<file path="src/rtl/nfc_status_poller.sv">
// rtl/nfc_status_poller.sv - ReadStatus polling sequencer for one NAND way
//
// Repeatedly issues a ReadStatus command to the selected way, captures the
// first status byte returned, and stops when the ready bit (status[6]) is set.
// Between polls it idles for PollGap cycles. With NFC_POLL_TIMEOUT_EN defined
// the sequencer also gives up after MaxPolls reads and reports oTimeout.
//
// Ports:
//   iSystemClock, iReset          clock, asynchronous active-high reset
//   iPollValid/oPollReady         poll-request handshake
//   iPollWay/iPollEnhanced/
//   iPollRowAddr                  request payload, latched on acceptance
//   oOpcode..oCMDValid/iCMDReady  ReadStatus command toward the command block
//   oWaySelect                    latched way while busy, zero when idle
//   iCmdLastStep                  command block completion pulse
//   iReadData/iReadValid/
//   oReadReady                    status-byte stream (low byte is the status)
//   oDone/oStatus/oFail/
//   oTimeout/oPollCount           result, held until the next request
module nfc_status_poller #(
  parameter int NumberOfWays = 4,
  parameter int PollGap      = 16,
  parameter int MaxPolls     = 1024
) (
  input  logic                    iSystemClock,
  input  logic                    iReset,
  input  logic                    iPollValid,
  output logic                    oPollReady,
  input  logic [NumberOfWays-1:0] iPollWay,
  input  logic                    iPollEnhanced,
  input  logic [23:0]             iPollRowAddr,
  output logic [5:0]              oOpcode,
  output logic [4:0]              oTargetID,
  output logic [4:0]              oSourceID,
  output logic [31:0]             oAddress,
  output logic [15:0]             oLength,
  output logic                    oCMDValid,
  input  logic                    iCMDReady,
  output logic [NumberOfWays-1:0] oWaySelect,
  input  logic                    iCmdLastStep,
  input  logic [15:0]             iReadData,
  input  logic                    iReadValid,
  output logic                    oReadReady,
  output logic                    oDone,
  output logic [7:0]              oStatus,
  output logic                    oFail,
  output logic                    oTimeout,
  output logic [15:0]             oPollCount
);

`ifdef NFC_POLL_TIMEOUT_EN
  localparam logic TimeoutEnable = 1'b1;
`else
  localparam logic TimeoutEnable = 1'b0;
`endif
  localparam logic [15:0] PollLimit = 16'(MaxPolls);
  localparam logic [15:0] GapLast   = 16'(PollGap - 1);

  typedef enum logic [2:0] {
    sIdle,
    sIssue,
    sWait,
    sEval,
    sGap,
    sDone
  } state_t;

  state_t                  state;
  state_t                  nextState;
  logic [NumberOfWays-1:0] way;
  logic                    enhanced;
  logic [23:0]             rowAddr;
  logic                    dataSeen;
  logic                    lastSeen;
  logic [15:0]             gapCount;
  logic [15:0]             pollCount;
  logic [7:0]              status;
  logic                    fail;
  logic                    timeout;

  logic [15:0]             countInc;
  logic                    dataSeenNow;
  logic                    lastSeenNow;
  logic                    timeoutHit;
  logic                    unusedReadHigh;

  // Only the low byte of a status beat carries the status register.
  assign unusedReadHigh = ^iReadData[15:8];

  always_comb begin
    countInc    = (pollCount == 16'hFFFF) ? pollCount : pollCount + 16'd1;
    // Flags including the current cycle, so data and last-step arriving
    // together (or in either order) both leave WAIT exactly once.
    dataSeenNow = dataSeen | iReadValid;
    lastSeenNow = lastSeen | iCmdLastStep;
    timeoutHit  = TimeoutEnable && (countInc == PollLimit);

    nextState = state;
    case (state)
      sIdle:   if (iPollValid) nextState = sIssue;
      sIssue:  if (iCMDReady) nextState = sWait;
      sWait:   if (dataSeenNow && lastSeenNow) nextState = sEval;
      sEval:   nextState = (status[6] || timeoutHit) ? sDone : sGap;
      sGap:    if (gapCount == GapLast) nextState = sIssue;
      sDone:   nextState = sIdle;
      default: nextState = sIdle;
    endcase
  end

  always_ff @(posedge iSystemClock or posedge iReset) begin
    if (iReset) begin
      state <= sIdle;
    end else begin
      state <= nextState;
    end
  end

  always_ff @(posedge iSystemClock or posedge iReset) begin
    if (iReset) begin
      way       <= '0;
      enhanced  <= 1'b0;
      rowAddr   <= '0;
      dataSeen  <= 1'b0;
      lastSeen  <= 1'b0;
      gapCount  <= '0;
      pollCount <= '0;
      status    <= '0;
      fail      <= 1'b0;
      timeout   <= 1'b0;
    end else begin
      case (state)
        sIdle: begin
          if (iPollValid) begin
            way       <= iPollWay;
            enhanced  <= iPollEnhanced;
            rowAddr   <= iPollRowAddr;
            pollCount <= '0;
            status    <= '0;
            fail      <= 1'b0;
            timeout   <= 1'b0;
          end
        end
        sIssue: begin
          dataSeen <= 1'b0;
          lastSeen <= 1'b0;
        end
        sWait: begin
          // Keep the first beat; any further beats are drained and dropped.
          if (iReadValid && !dataSeen) status <= iReadData[7:0];
          dataSeen <= dataSeenNow;
          lastSeen <= lastSeenNow;
        end
        sEval: begin
          pollCount <= countInc;
          gapCount  <= '0;
          if (status[6]) begin
            fail <= status[0];
          end else if (timeoutHit) begin
            timeout <= 1'b1;
          end
        end
        sGap: begin
          gapCount <= gapCount + 16'd1;
        end
        default: begin
        end
      endcase
    end
  end

  assign oPollReady = (state == sIdle);
  assign oCMDValid  = (state == sIssue);
  assign oOpcode    = oCMDValid ? 6'b000111 : 6'b000000;
  assign oTargetID  = oCMDValid ? {4'b0010, enhanced} : 5'b00000;
  assign oSourceID  = 5'b00000;
  assign oLength    = oCMDValid ? 16'd1 : 16'd0;
  assign oAddress   = (oCMDValid && enhanced) ? {8'h00, rowAddr} : 32'd0;
  assign oWaySelect = (state == sIdle) ? '0 : way;
  assign oReadReady = (state == sWait);
  assign oDone      = (state == sDone);
  assign oStatus    = status;
  assign oFail      = fail;
  assign oTimeout   = timeout;
  assign oPollCount = pollCount;

endmodule

</file>
<file path="config.mk">
export PLATFORM = sky130hd
export DESIGN_NAME = nfc_status_poller
export DESIGN_NICKNAME = d
export VERILOG_FILES = /design/src/rtl/nfc_status_poller.sv
export SDC_FILE = /design/constraint.sdc
export NUM_CORES = 1
export LEC_CHECK = 0
export BUFFER_PORTS_ARGS = -buffer_cell sky130_fd_sc_hd__buf_2
export CORE_ASPECT_RATIO = 1.1
export CORE_MARGIN = 4
export CORE_UTILIZATION = 40
export DETAILED_ROUTE_END_ITERATION = 8
export GPL_TIMING_DRIVEN = 1
export PLACE_DENSITY = 0.75
export SKIP_LAST_GASP = 1
export SLEW_MARGIN = 40
export SYNTH_ARGS = -nofsm -noshare
export SYNTH_HDL_FRONTEND = slang
export SYNTH_SLANG_ARGS = --single-unit
</file>
<file path="constraint.sdc">
create_clock -name iSystemClock -period 3.1 [get_ports iSystemClock]
set_input_delay 0.62 -clock iSystemClock [delete_from_list [all_inputs] [get_ports iSystemClock]]
set_output_delay 0.62 -clock iSystemClock [all_outputs]
set_load 0.01 [all_outputs]
</file>
==> results.md, run 1 <==
• **die area** 11600 um^2
• **Area Overhead vs Synth** 17.9%
• **Worst EP arrival** 1.73 ns
• **weighted congestion at the end of routability-driven global placement** 0.807
• **first-pass GRT wire length** 15300 um
• **Final Max Slew Viols** 0
• **remaining global-route overflow** 0
• **number of nets in the layout** 590
• **Synth warnings** 0
• **area share of the leading cell type in the synthesized netlist** 47.2%
• **Total Routing Usage GR** 16.3%
• **Setup CP Type** flop to output port
• **crit path launch type** flop
• **half-perimeter wire length after detailed placement** 6370 um
• **io pins** 149
• **Peak supply drop** 0.433 mV
• **ANT nets after route** 0
• **post-route setup TNS** 0 ns
• **EDFF count, synth** 0
• **cell area after technology mapping** 3980 um^2
• **hold slack final** 0.348 ns
• **share of flip-flops with an asynchronous set or reset** 100%
• **unrepaired setup endpoints after global routing** false
• **Max-cap violations** 0
• **worst min-delay path category** input pin to async pin
• **number of buffers inserted to repair setup after CTS** 0
• **count of endpoints failing setup in the final report** 0
• **actual transition at the worst max-transition pin** 0.638 ns
• **fraction of final layout cells sized beyond drive strength 1** 25.1%
• **TritonCTS clock tree** built
• **minimum clock period after layout** 2.35 ns
• **# rows** 37
• **detailed router's first-iteration violation count** 241
• **total detailed-routing wirelength** 9070 um
• **worst setup path startpoint** state[0]$_DFFE_PP0P_
• **cell taking the most area after synthesis** sky130_fd_sc_hd__dfrtp_1
• **routed len/inst** 13.8 um
• **#FFs+latches synth** 75
• **static leakage power** 2.61 nW
• **share of the clock period used by the worst path** 75.7%
• **worst slew margin relative to its limit** 57.4%
• **Longest Clk Path Bufs** 2
• **total via count in the routed design** 3286
• **sequential element share of the synthesized area** 47.2%
• **number of failing hold endpoints at the final stage** 0
• **most repeated cell in the gate-level netlist after synthesis** sky130_fd_sc_hd__nand2_1
• **non-filler instance count after layout** 658
• **DRC violations left** 0
• **maximum fanout along the worst path** 34
• **data required time of the critical path** 2.48 ns
• **Mean Syn Cell Area** 8.98 um^2
• **Diodes inserted** 0
• **number of buffers added by the clock tree synthesis step** 9
• **Critical Path End Type** output port
• **TritonRoute pass-1 iters** 4
• **top cells by instance count after synthesis** sky130_fd_sc_hd__nand2_1 (132), sky130_fd_sc_hd__dfrtp_1 (75), sky130_fd_sc_hd__buf_4 (41)
• **worst clock skew** 0.00664 ns
• **cell area after placement** 4440 um^2
• **clock net sink count** 75
• **quantity of gates resized following cts** 0
• **run status** completed
• **count of unique library cells instantiated by Yosys** 51
• **initial cell density of the core** 41.7%
• **power density relative to cell area** 747 nW/um^2
• **I/O Buffers** 105
• **placeable core region** 9540 um^2
• **buffer type at the clock tree root** sky130_fd_sc_hd__clkbuf_8
• **placed cells** 643
• **DIE HEIGHT** 113 um
• **startpoint of the most critical register-to-register path** oPollCount[0]$_DFFE_PP0P_
• **most frequently used flop master after synthesis** sky130_fd_sc_hd__dfrtp_1
• **pre-CTS setup slack** 1.05 ns
• **largest net degree at the start of global routing** 76
• **number of buffers added to fix hold violations after cts** 0
• **final design instance area without fill** 4690 um^2
• **CTS H-Tree Depth** 3
• **die outline width** 103 um
• **number of antenna violations at the first check in global routing** 0
• **final setup slack of the worst path** 0.754 ns
• **number of cells produced by synthesis** 443
• **dominant cells by area after synthesis** sky130_fd_sc_hd__dfrtp_1 (47%), sky130_fd_sc_hd__nand2_1 (12%), sky130_fd_sc_hd__buf_4 (7.7%), sky130_fd_sc_hd__mux2i_1 (6.0%), sky130_fd_sc_hd__and3_1 (4.4%)
• **Fmax** 426 MHz
• **Skew-Pair Late Insertion Delay** 0.35 ns
• **clock transition time at the flip-flop clock pins of the worst setup and hold paths** 0.08 ns
• **via count of the first global-routing pass** 3303
• **via/cell ratio** 4.99
registers in the layout, summed over array words and instances, names as in the netlist:
register	count
gapCount	16
oStatus	8
oFail	1
way	4
dataSeen	1
oPollCount	16
enhanced	1
state	3
lastSeen	1
rowAddr	24
power by group:
group	total [mW]	switching (mW)	leakage [nW]	internal, mW
registers	1.46	0.211	0.993	1.25
logic	1.12	0.686	1.50	0.429
clock network	0.930	0.356	0.122	0.574
cell families (layout without fill, tap and decap cells):
family / count (synthesis) / in the layout / share of synthesized area (%)
adder cells (fa/ha/maj): 2 / 2 / 0.629
AND/OR/NAND/NOR: 228 / 228 / 27.7
multiplexers: 25 / 25 / 6.32
flip-flops: 75 / 75 / 47.2
buffers and inverters: 78 / 142 / 11.7
other: 1 / 35 / 0.0942
AO/OA/AOI/OAI: 34 / 34 / 6.41
critical path, stage by stage, from the launching register on:
cell and delay (ns):
sky130_fd_sc_hd__dfrtp_1 0.51, sky130_fd_sc_hd__nor3b_2 0.21, sky130_fd_sc_hd__buf_4 0.30, sky130_fd_sc_hd__and3_1 0.21, sky130_fd_sc_hd__buf_2 0.14
layer usage:
metal / vias up / GRT usage [%] / wire, um
li1: 1605 / - / -
met1: 1542 / 20.1 / 3810
met2: 128 / 26.1 / 4310
met3: 11 / 6.84 / 844
met4: 0 / 4.75 / 104
met5: - / 0 / 0
final timing paths:
path	endpoint	slack [ns]	cells after the start
min in group iSystemClock	rowAddr[20]$_DFFE_PP0P_	0.46	3
max in group asynchronous	rowAddr[11]$_DFFE_PP0P_	2.44	3
max reg2reg	oPollCount[13]$_DFFE_PP0P_	1.00	6
max	oAddress[11]	0.75	4
min	oPollCount[3]$_DFFE_PP0P_	0.35	3
min reg2reg	rowAddr[0]$_DFFE_PP0P_	0.47	2
placed cells by master, fill, tap and decap left out, drive strengths merged, types with 2 or more instances in the layout:
master  count
nand4       6
mux2i      24
inv        15
buf       112
bufinv      3
a21oi       2
and3b       2
nor2b       4
nor2        9
conb       35
clkbuf     11
and4        2
ha          2
dfrtp      75
or4         3
o211ai      3
nor4       10
and3       28
or2         2
and2        2
nor3b       3
o21ai       7
o31ai       4
nand2     132
a211o       3
o311ai      3
nand3      13
nor3        8
cell type report:
class,count,area (um^2)
Inverter,15,56.3
Fill cell,876,4850
Timing Repair Buffer,112,591
Multi-Input combinational cell,324,1770
Clock inverter,4,97.6
Sequential cell,75,1880
Clock buffer,11,151
Tap cell,117,146
per-stage QoR:
stage               utilization [%]  power [mW]
floorplan                         -        2.28
finish                         49.2        3.50
global route                   49.2        3.78
global placement               46.6        2.55
CTS                            49.2        3.55
detailed placement             46.6        2.61
Power figures use the tool's default switching activity.
==> inputs of run 2 (changes only) <==
Settings changed: PLACE_DENSITY 0.75 to 0.78.
Clock period 3.1 ns to 2.15 ns, I/O delays scaled along.
==> results.md, run 2 (same netlist as run 1, synthesis figures left out) <==
• **run status** completed, unchanged
• **number of buffers added to fix hold violations after cts** 0, unchanged
• **weighted congestion at the end of routability-driven global placement** 0.824, was 0.807
• **DIE HEIGHT** 113 um, unchanged
• **share of the clock period used by the worst path** 97.2%
• **static leakage power** 2.60 nW, was 2.61 nW
• **count of endpoints failing setup in the final report** 0, unchanged
• **actual transition at the worst max-transition pin** 0.649 ns, was 0.638 ns
• **leading cell types in the layout, fill and taps excluded** sky130_fd_sc_hd__nand2_1 (132), sky130_fd_sc_hd__buf_2 (105), sky130_fd_sc_hd__dfrtp_1 (72), sky130_fd_sc_hd__conb_1 (35), sky130_fd_sc_hd__and3_1 (28), was sky130_fd_sc_hd__nand2_1 (132), sky130_fd_sc_hd__buf_2 (105), sky130_fd_sc_hd__dfrtp_1 (75), sky130_fd_sc_hd__conb_1 (35), sky130_fd_sc_hd__and3_1 (28)
• **number of nets in the layout** 595, was 590
• **final setup slack of the worst path** 0.0609 ns, was 0.754 ns
• **via/cell ratio** 5.15, was 4.99
• **cell chain of the critical path** nor3b_4 > buf_6 > and3_1 > buf_2, was nor3b_2 > buf_4 > and3_1 > buf_2
• **Peak supply drop** 0.735 mV, was 0.433 mV
• **met2 WL** 4430 um, was 4310 um
• **family with the most delay on the worst path** flip-flops, unchanged
• **final design instance area without fill** 4680 um^2, was 4690 um^2
• **clock net sink count** 75, unchanged
• **Longest Clk Path Bufs** 2, unchanged
• **buffer type at the clock tree root** sky130_fd_sc_hd__clkbuf_8, unchanged
• **final design utilization** 49.1%, was 49.2%
• **Fmax** 479 MHz
• **initial cell density of the core** 41.7%, unchanged
• **CTS H-Tree Depth** 3, unchanged
• **hold slack final** 0.185 ns, was 0.348 ns
• **# rows** 37, unchanged
• **worst min-delay path category** input pin to async pin, unchanged
• **TritonCTS clock tree** built, unchanged
• **power density relative to cell area** 1050 nW/um^2, was 747 nW/um^2
• **Logic pwr share** 34.9%, was 31.8%
• **die area** 11600 um^2, unchanged
• **number of buffers added by the clock tree synthesis step** 9, unchanged
• **worst slew margin relative to its limit** 56.7%, was 57.4%
• **clock transition time at the flip-flop clock pins of the worst setup and hold paths** 0.07 ns, was 0.08 ns
• **flip-flop count of the largest register after layout** 24, unchanged
• **TritonRoute pass-1 iters** 4, unchanged
• **cell area after placement** 4480 um^2, was 4440 um^2
• **Final Max Slew Viols** 0, unchanged
• **pre-CTS setup slack** 0.238 ns, was 1.05 ns
• **number of antenna violations at the first check in global routing** 0, unchanged
• **part of the power in the clock network** 21.5%, was 26.6%
• **minimum clock period after layout** 2.09 ns
• **placed cells** 647, was 643
• **total detailed-routing wirelength** 9340 um, was 9070 um
• **Worst EP arrival** 1.66 ns, was 1.73 ns
• **post-route setup TNS** 0 ns, unchanged
• **Area Overhead vs Synth** 17.7%, was 17.9%
• **metal1 wirelength** 3970 um, was 3810 um
• **routed wire length on met3** 803 um, was 844 um
• **cell with the largest stage delay on the worst path** sky130_fd_sc_hd__dfrtp_2, was sky130_fd_sc_hd__dfrtp_1
• **detailed router's first-iteration violation count** 200, was 241
• **non-filler instance count after layout** 662, was 658
• **total design power** 4.89 mW, was 3.50 mW
• **top routing layer in use** met4, unchanged
• **routed len/inst** 14.1 um, was 13.8 um
• **half-perimeter wire length after detailed placement** 6670 um, was 6370 um
• **first-pass GRT wire length** 15600 um, was 15300 um
• **max incr delay on CP** 0.49 ns, was 0.51 ns
• **maximum fanout along the worst path** 16, was 34
• **largest reg by FF count** rowAddr, unchanged
• **via count of the first global-routing pass** 3426, was 3303
• **data required time of the critical path** 1.72 ns, was 2.48 ns
• **Max-cap violations** 0, unchanged
• **most common cell after layout, fill and taps aside** sky130_fd_sc_hd__nand2_1, unchanged
• **DRC violations left** 0, unchanged
• **io pins** 149, unchanged
• **number of buffer and inverter instances along the worst setup path** 2, unchanged
• **worst clock skew** 0.00516 ns, was 0.00664 ns
• **total via count in the routed design** 3410, was 3286
• **Total Routing Usage GR** 16.6%, was 16.3%
• **number of failing hold endpoints at the final stage** 0, unchanged
• **I/O Buffers** 105, unchanged
• **die outline width** 103 um, unchanged
• **remaining global-route overflow** 0, unchanged
• **Skew-Pair Late Insertion Delay** 0.35 ns, about the same
• **reported net switching power** 1.85 mW, was 1.25 mW
• **crit path launch type** flop, unchanged
• **placeable core region** 9540 um^2, unchanged
• **Seq pwr share** 43.5%, was 41.6%
• **Setup CP Type** flop to output port, unchanged
• **ANT nets after route** 0, unchanged
• **Sw Share** 37.7%, was 35.8%
• **largest net degree at the start of global routing** 76, unchanged
• **fraction of final layout cells sized beyond drive strength 1** 25.9%, was 25.1%
• **Diodes inserted** 0, unchanged
• **Int Power** 3.05 mW, was 2.25 mW
• **Critical Path End Type** output port, unchanged
## run 2: cell count changes in the layout (fill, tap and decap cells not counted), moves of 2 or more
cell and change:
sky130_fd_sc_hd__dfrtp_1 -3, sky130_fd_sc_hd__clkbuf_1 +2, sky130_fd_sc_hd__buf_6 +2, sky130_fd_sc_hd__buf_4 +3
sky130_fd_sc_hd__bufinv_16 -2, sky130_fd_sc_hd__dfrtp_2 +3
## run 2: per-layer routing
layer,track usage [%],up-vias
met4,5.35,0
li1,-,1621
met3,6.03,12
met2,26.0,118
met1,21.1,1659
met5,0,-
## run 2: path summary, 6_finish.rpt
| path | from | to | slack [ns] | depth (start not counted) |
|---|---|---|---|---|
| hold / removal | iReset | gapCount[8]$_DFFE_PP0P_ | 0.19 | 3 |
| setup reg to reg | state[1]$_DFFE_PP0P_ | gapCount[11]$_DFFE_PP0P_ | 0.26 | 4 |
| min in group iSystemClock | iPollRowAddr[10] | rowAddr[10]$_DFFE_PP0P_ | 0.26 | 3 |
| max in group asynchronous | iReset | state[0]$_DFFE_PP0P_ | 1.64 | 3 |
| setup / recovery | state[1]$_DFFE_PP0P_ | oAddress[22] | 0.06 | 4 |
| hold reg to reg | rowAddr[12]$_DFFE_PP0P_ | rowAddr[12]$_DFFE_PP0P_ | 0.47 | 2 |
## run 2: power groups by stage
stage	clock network [mW]	logic [mW]	registers, mW
floorplan	0	1.25	2.03
global placement	0	1.62	2.11
detailed placement	0	1.68	2.14
CTS	1.07	1.68	2.12
global route	1.14	1.94	2.19
finish	1.05	1.71	2.13
## run 2: area by class of cell
cell class	count	area, um^2
fillers	903	4850
flip-flops and latches	75	1880
multi-input cells	324	1780
well taps	117	146
clock buffers	12	145
clock inverters	2	37.5
inverters	15	60.1
repair buffers	117	636
## run 2: worst reg2reg max path, cell delays in order, from the launching register on
cell and delay, ns:
sky130_fd_sc_hd__dfrtp_2 0.49, sky130_fd_sc_hd__or3b_1 0.57, sky130_fd_sc_hd__nor4_4 0.43, sky130_fd_sc_hd__nand3_1 0.15, sky130_fd_sc_hd__mux2i_1 0.14
## run 2: timing repair
| item | CTS | global route |
|---|---|---|
| buffers inserted | 0 | 0 |
| gates cloned | 0 | 1 |
| endpoints found under the setup margin | 24 | 29 |
| resized for setup | 1 | 7 |
| pin swaps | 0 | 1 |
==> inputs of run 3 (changes only) <==
Settings changed: SETUP_SLACK_MARGIN set to 0.15.
==> results.md, run 3 (same netlist as run 1, synthesis figures left out) <==
• **io pins** 149, unchanged
• **TritonCTS clock tree** built, unchanged
• **crit path launch type** flop, unchanged
• **data required time of the critical path** 2.36 ns, was 1.72 ns
• **Max-cap violations** 0, unchanged
• **share of the clock period used by the worst path** 92.4%, was 97.2%
• **worst min-delay path category** input pin to async pin, unchanged
• **Worst EP arrival** 2.20 ns, was 1.66 ns
• **ANT nets after route** 0, unchanged
• **clock net sink count** 75, unchanged
• **via count of the first global-routing pass** 3517, was 3426
• **final design instance area without fill** 4950 um^2, was 4680 um^2
• **number of nets in the layout** 605, was 595
• **number of buffers added to fix hold violations after cts** 0, unchanged
• **Fmax** 503 MHz, was 479 MHz
• **die outline width** 103 um, unchanged
• **power density relative to cell area** 1120 nW/um^2, was 1050 nW/um^2
• **I/O Buffers** 105, unchanged
• **Longest Clk Path Bufs** 2, unchanged
• **Final Max Slew Viols** 0, unchanged
• **Area Overhead vs Synth** 24.4%, was 17.7%
• **total design power** 5.53 mW, was 4.89 mW
• **placeable core region** 9540 um^2, unchanged
• **unrepaired setup endpoints after global routing** true
• **minimum clock period after layout** 1.99 ns, was 2.09 ns
• **register-to-register path setup slack** 0.16 ns, was 0.26 ns
• **number of buffers added by the clock tree synthesis step** 9, unchanged
• **worst clock skew** 0.00862 ns, was 0.00516 ns
• **Critical Path End Type** flop, was output port
• **clock transition time at the flip-flop clock pins of the worst setup and hold paths** 0.08 ns, was 0.07 ns
• **die area** 11600 um^2, unchanged
• **post-route setup TNS** 0 ns, unchanged
• **Total Routing Usage GR** 17.2%, was 16.6%
• **via/cell ratio** 5.07, was 5.15
• **weighted congestion at the end of routability-driven global placement** 0.846, was 0.824
• **most common cell after layout, fill and taps aside** sky130_fd_sc_hd__nand2_1, unchanged
• **initial cell density of the core** 41.7%, unchanged
• **depth of the worst register-to-register path** 5, was 4
• **# rows** 37, unchanged
• **endpoint of the most critical register-to-register path** gapCount[5]$_DFFE_PP0P_, was gapCount[11]$_DFFE_PP0P_
• **routed len/inst** 14.6 um, was 14.1 um
• **flip-flop count of the largest register after layout** 24, unchanged
• **TritonRoute pass-1 iters** 4, unchanged
• **Skew-Pair Late Insertion Delay** 0.34 ns, was 0.35 ns
• **run status** completed, unchanged
• **Diodes inserted** 0, unchanged
• **startpoint of the most critical register-to-register path** state[1]$_DFFE_PP0P_, unchanged
• **remaining global-route overflow** 0, unchanged
• **CTS H-Tree Depth** 3, unchanged
• **maximum fanout along the worst path** 9, was 16
• **half-perimeter wire length after detailed placement** 6590 um, was 6670 um
• **static leakage power** 2.72 nW, was 2.60 nW
• **DIE HEIGHT** 113 um, unchanged
• **cell area after placement** 4460 um^2, was 4480 um^2
• **worst slew margin relative to its limit** 65.3%, was 56.7%
• **Setup CP Type** flop to flop, was flop to output port
• **hold slack final** 0.178 ns, was 0.185 ns
• **DRC violations left** 0, unchanged
• **number of failing hold endpoints at the final stage** 0, unchanged
• **largest reg by FF count** rowAddr, unchanged
• **leading cell types in the layout, fill and taps excluded** sky130_fd_sc_hd__nand2_1 (132), sky130_fd_sc_hd__buf_2 (101), sky130_fd_sc_hd__dfrtp_1 (69), sky130_fd_sc_hd__conb_1 (35), sky130_fd_sc_hd__and3_1 (26), was sky130_fd_sc_hd__nand2_1 (132), sky130_fd_sc_hd__buf_2 (105), sky130_fd_sc_hd__dfrtp_1 (72), sky130_fd_sc_hd__conb_1 (35), sky130_fd_sc_hd__and3_1 (28)
• **first-pass GRT wire length** 16200 um, was 15600 um
• **Peak supply drop** 0.659 mV, was 0.735 mV
• **largest net degree at the start of global routing** 76, unchanged
• **count of endpoints failing setup in the final report** 0, unchanged
• **buffer type at the clock tree root** sky130_fd_sc_hd__clkbuf_8, unchanged
• **total detailed-routing wirelength** 9840 um, was 9340 um
• **number of antenna violations at the first check in global routing** 0, unchanged
• **total via count in the routed design** 3411, was 3410
• **detailed router's first-iteration violation count** 226, was 200
• **fraction of final layout cells sized beyond drive strength 1** 29.0%, was 25.9%
• **actual transition at the worst max-transition pin** 0.519 ns, was 0.649 ns
[run 3: cell count changes in the layout (fill, tap and decap cells not counted), moves of 3 or more]
cell	previous run	this run
sky130_fd_sc_hd__bufinv_16	1	4
sky130_fd_sc_hd__dfrtp_2	3	6
sky130_fd_sc_hd__nor4_4	1	4
sky130_fd_sc_hd__buf_6	2	8
sky130_fd_sc_hd__buf_2	105	101
sky130_fd_sc_hd__dfrtp_1	72	69
sky130_fd_sc_hd__buf_4	9	16
[run 3: worst max path at each step]
stage | startpoint | endpoint | slack [ns] | cells past startpoint
after floorplan | state[2]$_DFFE_PP0P_ | oAddress[18] | 0.28 | 5
after global placement | state[1]$_DFFE_PP0P_ | gapCount[13]$_DFFE_PP0P_ | 0.29 | 4
after detailed placement | state[1]$_DFFE_PP0P_ | gapCount[13]$_DFFE_PP0P_ | 0.25 | 4
after CTS | state[1]$_DFFE_PP0P_ | oAddress[3] | 0.14 | 5
after global routing | state[1]$_DFFE_PP0P_ | oAddress[18] | 0.08 | 5
final | state[1]$_DFFE_PP0P_ | gapCount[5]$_DFFE_PP0P_ | 0.16 | 5
[run 3: area by class of cell]
type                            count  area (um^2)
Tap cell                          117          146
Inverter                           15         60.1
Timing Repair Buffer              127          756
Clock buffer                        9          124
Multi-Input combinational cell    324         1840
Sequential cell                    75         1880
Clock inverter                      6          138
Fill cell                         882         4590
[run 3: critical path, cell delays in order (launching register included)]
cell	delay [ns]
sky130_fd_sc_hd__dfrtp_2	0.44
sky130_fd_sc_hd__buf_4	0.15
sky130_fd_sc_hd__or3b_1	0.57
sky130_fd_sc_hd__or2_0	0.40
sky130_fd_sc_hd__o211ai_1	0.22
sky130_fd_sc_hd__o31ai_1	0.10
[run 3: timing repair]
action / CTS / global route
pin swaps: 1 / 1
cloned: 3 / 0
setup endpoints to repair: 32 / 47
buffers inserted: 7 / 3
resized for setup: 12 / 18
[run 3: stage by stage]
stage	setup slack (ns)	util (%)	instances
2_1_floorplan	0.278	-	477
3_3_place_gp	0.293	46.8	645
3_5_place_dp	0.254	46.8	645
4_1_cts	0.139	50.6	670
5_1_grt	0.0774	51.9	673
6_report	0.164	51.9	673
[run 3: layer usage]
metal	vias to the layer above	GRT usage [%]	part of all wire [%]
met5	-	0	0
li1	1640	-	-
met4	0	6.30	1.7
met3	18	5.34	8.3
met2	119	28.6	50
met1	1634	20.8	40
[run 3: power breakdown]
group          switching [mW]  leakage, nW  internal (mW)
clock                   0.524        0.130          0.888
combinational            1.16         1.61          0.866
sequential              0.294        0.985           1.81
